--- src/rtl/gpio_pkg.sv ---
// Shared constants for the bidirectional GPIO controller: register map
// indices (addr[4:2]) and the common reset value.
package gpio_pkg;

  localparam int GPIO_REG_IDX_W = 3;
  typedef logic [GPIO_REG_IDX_W-1:0] gpio_reg_idx_t;

  localparam gpio_reg_idx_t GPIO_OFF_DATA_OUT   = 3'd0; // 0x00
  localparam gpio_reg_idx_t GPIO_OFF_DIR        = 3'd1; // 0x04
  localparam gpio_reg_idx_t GPIO_OFF_DATA_IN    = 3'd2; // 0x08
  localparam gpio_reg_idx_t GPIO_OFF_SET        = 3'd3; // 0x0C
  localparam gpio_reg_idx_t GPIO_OFF_CLR        = 3'd4; // 0x10
  localparam gpio_reg_idx_t GPIO_OFF_TOGGLE     = 3'd5; // 0x14
  localparam gpio_reg_idx_t GPIO_OFF_IRQ_EN     = 3'd6; // 0x18
  localparam gpio_reg_idx_t GPIO_OFF_IRQ_STATUS = 3'd7; // 0x1C

  localparam logic [31:0] GPIO_RST_VAL = 32'h0000_0000;

endpackage

--- src/rtl/gpio_sync.sv ---
// Multi-flop synchroniser for the asynchronous pad inputs; all stages
// clear to 0 on reset so no stale pin state survives a reset.
module gpio_sync #(
  parameter int WIDTH  = 32,
  parameter int STAGES = 2
) (
  input  logic             clk,
  input  logic             rst,
  input  logic [WIDTH-1:0] async_i,
  output logic [WIDTH-1:0] sync_o
);

  logic [STAGES-1:0][WIDTH-1:0] stage_q;

  // NOTE: sequential state uses non-blocking assignments so every stage
  // samples the previous stage's old value and the chain really shifts.
  always_ff @(posedge clk or posedge rst) begin
    if (rst) begin
      stage_q <= '0;
    end else begin
      stage_q[0] <= async_i;
      for (int i = 1; i < STAGES; i++) begin
        stage_q[i] <= stage_q[i-1];
      end
    end
  end

  assign sync_o = stage_q[STAGES-1];

endmodule

--- src/rtl/gpio_bidir_ip.sv ---
// Memory-mapped bidirectional GPIO: per-pin direction, atomic SET/CLR/TOGGLE,
// synchronised inputs and masked rising-edge interrupts with W1C status.
module gpio_bidir_ip
  import gpio_pkg::*;
#(
  parameter int GPIO_WIDTH  = 32,
  parameter int SYNC_STAGES = 2
) (
  input  logic                  clk,
  input  logic                  rst,
  input  logic [31:0]           addr,
  input  logic [31:0]           write_data,
  output logic [31:0]           read_data,
  input  logic                  write_enable,
  input  logic                  read_enable,
  input  logic                  chip_select,
  input  logic [GPIO_WIDTH-1:0] gpio_in,
  output logic [GPIO_WIDTH-1:0] gpio_out,
  output logic [GPIO_WIDTH-1:0] gpio_oe,
  output logic                  irq
);

  localparam int WARM_CYCLES = SYNC_STAGES + 1;
  localparam int CNT_W       = $clog2(WARM_CYCLES + 1);

  logic [GPIO_WIDTH-1:0] data_out_q, data_out_d;
  logic [GPIO_WIDTH-1:0] dir_q, dir_d;
  logic [GPIO_WIDTH-1:0] irq_en_q, irq_en_d;
  logic [GPIO_WIDTH-1:0] irq_status_q, irq_status_d;
  logic [GPIO_WIDTH-1:0] prev_q;
  logic [GPIO_WIDTH-1:0] sync_val, wd, w1c, rise;
  logic [31:0]           read_data_q, read_data_d, rd_mux;
  logic [CNT_W-1:0]      warm_cnt_q, warm_cnt_d;
  logic                  warm_done, wr_en, rd_en;
  gpio_reg_idx_t         reg_idx;
  logic                  unused_addr_bits;

  assign reg_idx          = addr[4:2];
  assign unused_addr_bits = &{1'b0, addr[31:5], addr[1:0]};
  assign wr_en            = chip_select & write_enable;
  assign rd_en            = chip_select & read_enable;
  assign wd               = write_data[GPIO_WIDTH-1:0];

  gpio_sync #(
    .WIDTH  (GPIO_WIDTH),
    .STAGES (SYNC_STAGES)
  ) u_sync (
    .clk     (clk),
    .rst     (rst),
    .async_i (gpio_in),
    .sync_o  (sync_val)
  );

  // Edge detection stays off until the synchroniser and prev register hold
  // real pin data, so pins already high at reset release are not flagged.
  assign warm_done  = (warm_cnt_q == CNT_W'(WARM_CYCLES));
  assign warm_cnt_d = warm_done ? warm_cnt_q : warm_cnt_q + 1'b1;

  // NOTE: every always_comb output gets a default first, so no path can
  // leave it unassigned and infer a latch.
  always_comb begin
    data_out_d = data_out_q;
    dir_d      = dir_q;
    irq_en_d   = irq_en_q;
    w1c        = '0;
    if (wr_en) begin
      case (reg_idx)
        GPIO_OFF_DATA_OUT:   data_out_d = wd;
        GPIO_OFF_DIR:        dir_d      = wd;
        GPIO_OFF_SET:        data_out_d = data_out_q | wd;
        GPIO_OFF_CLR:        data_out_d = data_out_q & ~wd;
        GPIO_OFF_TOGGLE:     data_out_d = data_out_q ^ wd;
        GPIO_OFF_IRQ_EN:     irq_en_d   = wd;
        GPIO_OFF_IRQ_STATUS: w1c        = wd;
        default: ;
      endcase
    end
    rise         = warm_done ? (sync_val & ~prev_q & ~dir_q & irq_en_q) : '0;
    // A new rise is OR-ed in after the clear, so it wins over a same-cycle W1C.
    irq_status_d = (irq_status_q & ~w1c) | rise;
  end

  always_comb begin
    rd_mux = GPIO_RST_VAL;
    case (reg_idx)
      GPIO_OFF_DATA_OUT:   rd_mux[GPIO_WIDTH-1:0] = data_out_q;
      GPIO_OFF_DIR:        rd_mux[GPIO_WIDTH-1:0] = dir_q;
      GPIO_OFF_DATA_IN:    rd_mux[GPIO_WIDTH-1:0] = sync_val;
      GPIO_OFF_IRQ_EN:     rd_mux[GPIO_WIDTH-1:0] = irq_en_q;
      GPIO_OFF_IRQ_STATUS: rd_mux[GPIO_WIDTH-1:0] = irq_status_q;
      default: ;
    endcase
    read_data_d = rd_en ? rd_mux : GPIO_RST_VAL;
  end

  always_ff @(posedge clk or posedge rst) begin
    if (rst) begin
      data_out_q   <= '0;
      dir_q        <= '0;
      irq_en_q     <= '0;
      irq_status_q <= '0;
      prev_q       <= '0;
      warm_cnt_q   <= '0;
      read_data_q  <= GPIO_RST_VAL;
    end else begin
      data_out_q   <= data_out_d;
      dir_q        <= dir_d;
      irq_en_q     <= irq_en_d;
      irq_status_q <= irq_status_d;
      prev_q       <= sync_val;
      warm_cnt_q   <= warm_cnt_d;
      read_data_q  <= read_data_d;
    end
  end

  assign read_data = read_data_q;
  assign gpio_out  = data_out_q;
  assign gpio_oe   = dir_q;
  assign irq       = |(irq_status_q & irq_en_q);

endmodule

--- config.mk ---
export PLATFORM = sky130hd
export DESIGN_NAME = gpio_bidir_ip
export DESIGN_NICKNAME = d
export VERILOG_FILES = /design/src/rtl/gpio_pkg.sv /design/src/rtl/gpio_sync.sv /design/src/rtl/gpio_bidir_ip.sv
export SDC_FILE = /design/constraint.sdc
export NUM_CORES = 1
export LEC_CHECK = 0
export CAP_MARGIN = 10
export CORE_MARGIN = 4
export CORE_UTILIZATION = 58
export DETAILED_ROUTE_END_ITERATION = 10
export PLACE_DENSITY = 0.86
export SYNTH_ARGS = -nofsm -noshare
export SYNTH_HDL_FRONTEND = slang
export SYNTH_SLANG_ARGS = --single-unit
--- constraint.sdc ---
create_clock -name clk -period 14.4 [get_ports clk]
set_input_delay 2.88 -clock clk [delete_from_list [all_inputs] [get_ports clk]]
set_output_delay 2.88 -clock clk [all_outputs]
set_load 0.02 [all_outputs]
==> metrics.cfg <==
[place]
place_area_um2=13520
dp_hpwl_um=20410
port_buffers=168
pre_cts_ws_ns=8.469
placed_cells=1358
gp_congestion=0.8382

[floorplan]
die_x_um=149.9
coreArea_um2=19650
die_y_um=149.9
io-pin-count=198
row_count=51
die_area_um2=22460
start_util_pct=59.40

[clock_network]
clock_latency_ns=0.54
cts_root_buf=clkbuf_16
post_cts_buffers=0
h-tree-depth=1
cts_sinks=258
cts_resized=0
holdBufCountCts=0
cts_made_buffers=28
clock_path_buffers=3
tritoncts=built
clkTransAtPathRegs_ns=0.06

[timing]
post-route-period-util_pct=38.12
rsz0062_at_grt=no
fin_tns_setup_ns=0
tightestPinTransition_ns=1.095
slew_viol_final=0
timing.fmax_mhz=182.2
hold_viol=0
fin_ws_ns=8.910
worst_hold_slack_ns=0.3446
setup_viol=0
fin_crit_ns=5.490
skew_ns=0.01869
slew_headroom_pct=26.90

[global_route]
grtUsageTotal_pct=29.31
grt_pass1_vias=9210
grt_pass1_wl_um=51050
overflow=0
grt_start_max_net_pins=111
antenna_found_initial=3

[logic_synthesis]
ys_types=34
async_flop_share_pct=100.0
synthTopCellsByArea=dfrtp_1 (55%), ha_1 (7.0%), mux2i_1 (5.5%)
ys_ff_latch=258
ys.flop_type=dfrtp_1
synth.avg_cell_area_um2=12.03
netlist.area_leader.share_pct=55.31
yosys.area.top_type=dfrtp_1
syn-cell-area_um2=11670
syn_nets=1136
ys_top_cells_by_count=dfrtp_1 (258), a22oi_1 (80), ha_1 (65), inv_1 (65)
netlist_instances=970
synth_edf_count=0
synth_most_common_cell=dfrtp_1
ys_warn_count=0
yosysSeqAreaShare_pct=55.31

[cells_and_area]
drive_gt1_share_pct=12.05
design_area_um2=14540
syn2layout_area_growth_pct=24.54
stdcell_count=1412
fin_util_pct=73.98
nets=1289
final.fill_count=1287

[setup_path]
crit_required_ns=14.81
start_kind=primary input
cp_max_fo=17
crit_arrival_ns=5.90
crit_path_end_kind=flip-flop
worstSetupPathType=in2reg

[detailed_routing]
routedWlPerCell_um=23.32
first_pass_iters=5
via_per_inst=6.258
via_count=8836
drt-initial-drc-count=786
drt-total-wl_um=32930
antenna_left=0
drc=0

[hold_path]
hold_class=reg2reg

[power]
p_leak_nw=6.418
vdd_ir_drop_max_mv=0.1045
p_per_area_nw_per_um2=151.5
p_total_mw=2.203

[run]
maxCapViolCount=0

[outcome]
status=completed

==> logic make-up (layout without fill, tap and decap cells) <==
group           after synthesis  in the layout  share of synthesized area [%]
compound gates              272            272                          14.41
xor+xnor                      2              2                         0.1501
fa+ha+maj                    65             65                          6.967
buf+inv                     124            299                          4.705
flops                       258            258                          55.31
mux                         129            129                          12.72
other cells                   0              2                              0
simple gates                120            120                          5.745
==> worst max-delay path, stage by stage <==
cell and delay, ns:
clkdlybuf4s50_1 0.68, and3b_1 0.80, and3_2 0.72, buf_4 0.46, mux2_4 0.33
==> report_power, final <==
part	total [mW]	internal (mW)	switching (mW)
sequential	0.958	0.831	0.127
clock	0.772	0.479	0.294
combinational	0.473	0.239	0.234
==> area by class of cell <==
type / count / area (um^2) / area share, %
flip-flops and latches: 258 / 6456 / 44.41
multi-input cells: 588 / 4695 / 32.29
repair buffers: 182 / 1784 / 12.27
clock buffers: 39 / 843.3 / 5.800
well taps: 265 / 331.6 / 2.281
inverters: 65 / 251.5 / 1.730
clock inverters: 13 / 172.7 / 1.188
diodes: 2 / 5.005 / 0.03442
==> registers in the layout, indices dropped and copies added (netlist names) <==
name            cells
gpio_out           32
prev_q             32
warm_cnt_q          2
read_data          32
irq_status_q       32
irq_en_q           32
gpio_oe            32
u_sync.sync_o      32
u_sync.stage_q     32
==> layer usage <==
layer | global-route usage, % | vias up | share of wire [%]
li1 | - | 3780 | -
met1 | 38.61 | 4415 | 38
met2 | 48.84 | 527 | 49
met3 | 5.421 | 112 | 9.9
met4 | 10.84 | 2 | 3.2
met5 | 0 | - | 0.039
==> worst paths after layout <==
path	from	end	slack [ns]	cells after the start
worst min-delay path	u_sync.stage_q[26]$_DFF_PP0_	u_sync.sync_o[26]$_DFF_PP0_	0.34	0
worst max-delay path	addr[3]	irq_en_q[9]$_DFFE_PP0P_	8.91	5
min in group asynchronous	rst	read_data[13]$_DFF_PP0_	2.90	2
worst min register to register	u_sync.stage_q[26]$_DFF_PP0_	u_sync.sync_o[26]$_DFF_PP0_	0.34	0
worst max register to register	warm_cnt_q[0]$_DFFE_PP0N_	irq_status_q[28]$_DFF_PP0_	12.57	4
max in group asynchronous	rst	prev_q[27]$_DFF_PP0_	10.02	3
==> cells in the final DEF, fill, tap and decap left out, types with 2 or more instances in the layout <==
cell type          n
o2bb2ai_1         30
o21ai_0           36
nor2_1            33
clkbuf_8           8
nand4b_1          30
dfrtp_1          258
and3b_1            2
mux2_2            34
or2_1              3
bufinv_16          4
clkinv_2           6
ha_1              65
nand2_1           35
inv_1             64
nand4_1            4
a21oi_1           64
and3_2             2
clkinvlp_4         3
diode_2            2
clkdlybuf4s50_1  167
clkbuf_1           2
buf_4             15
mux2_4            30
mux2i_1           64
clkbuf_16         29
a22oi_1           80
a22o_1             2
o21ai_1           60
No activity file was read; power rests on OpenSTA's default activity.
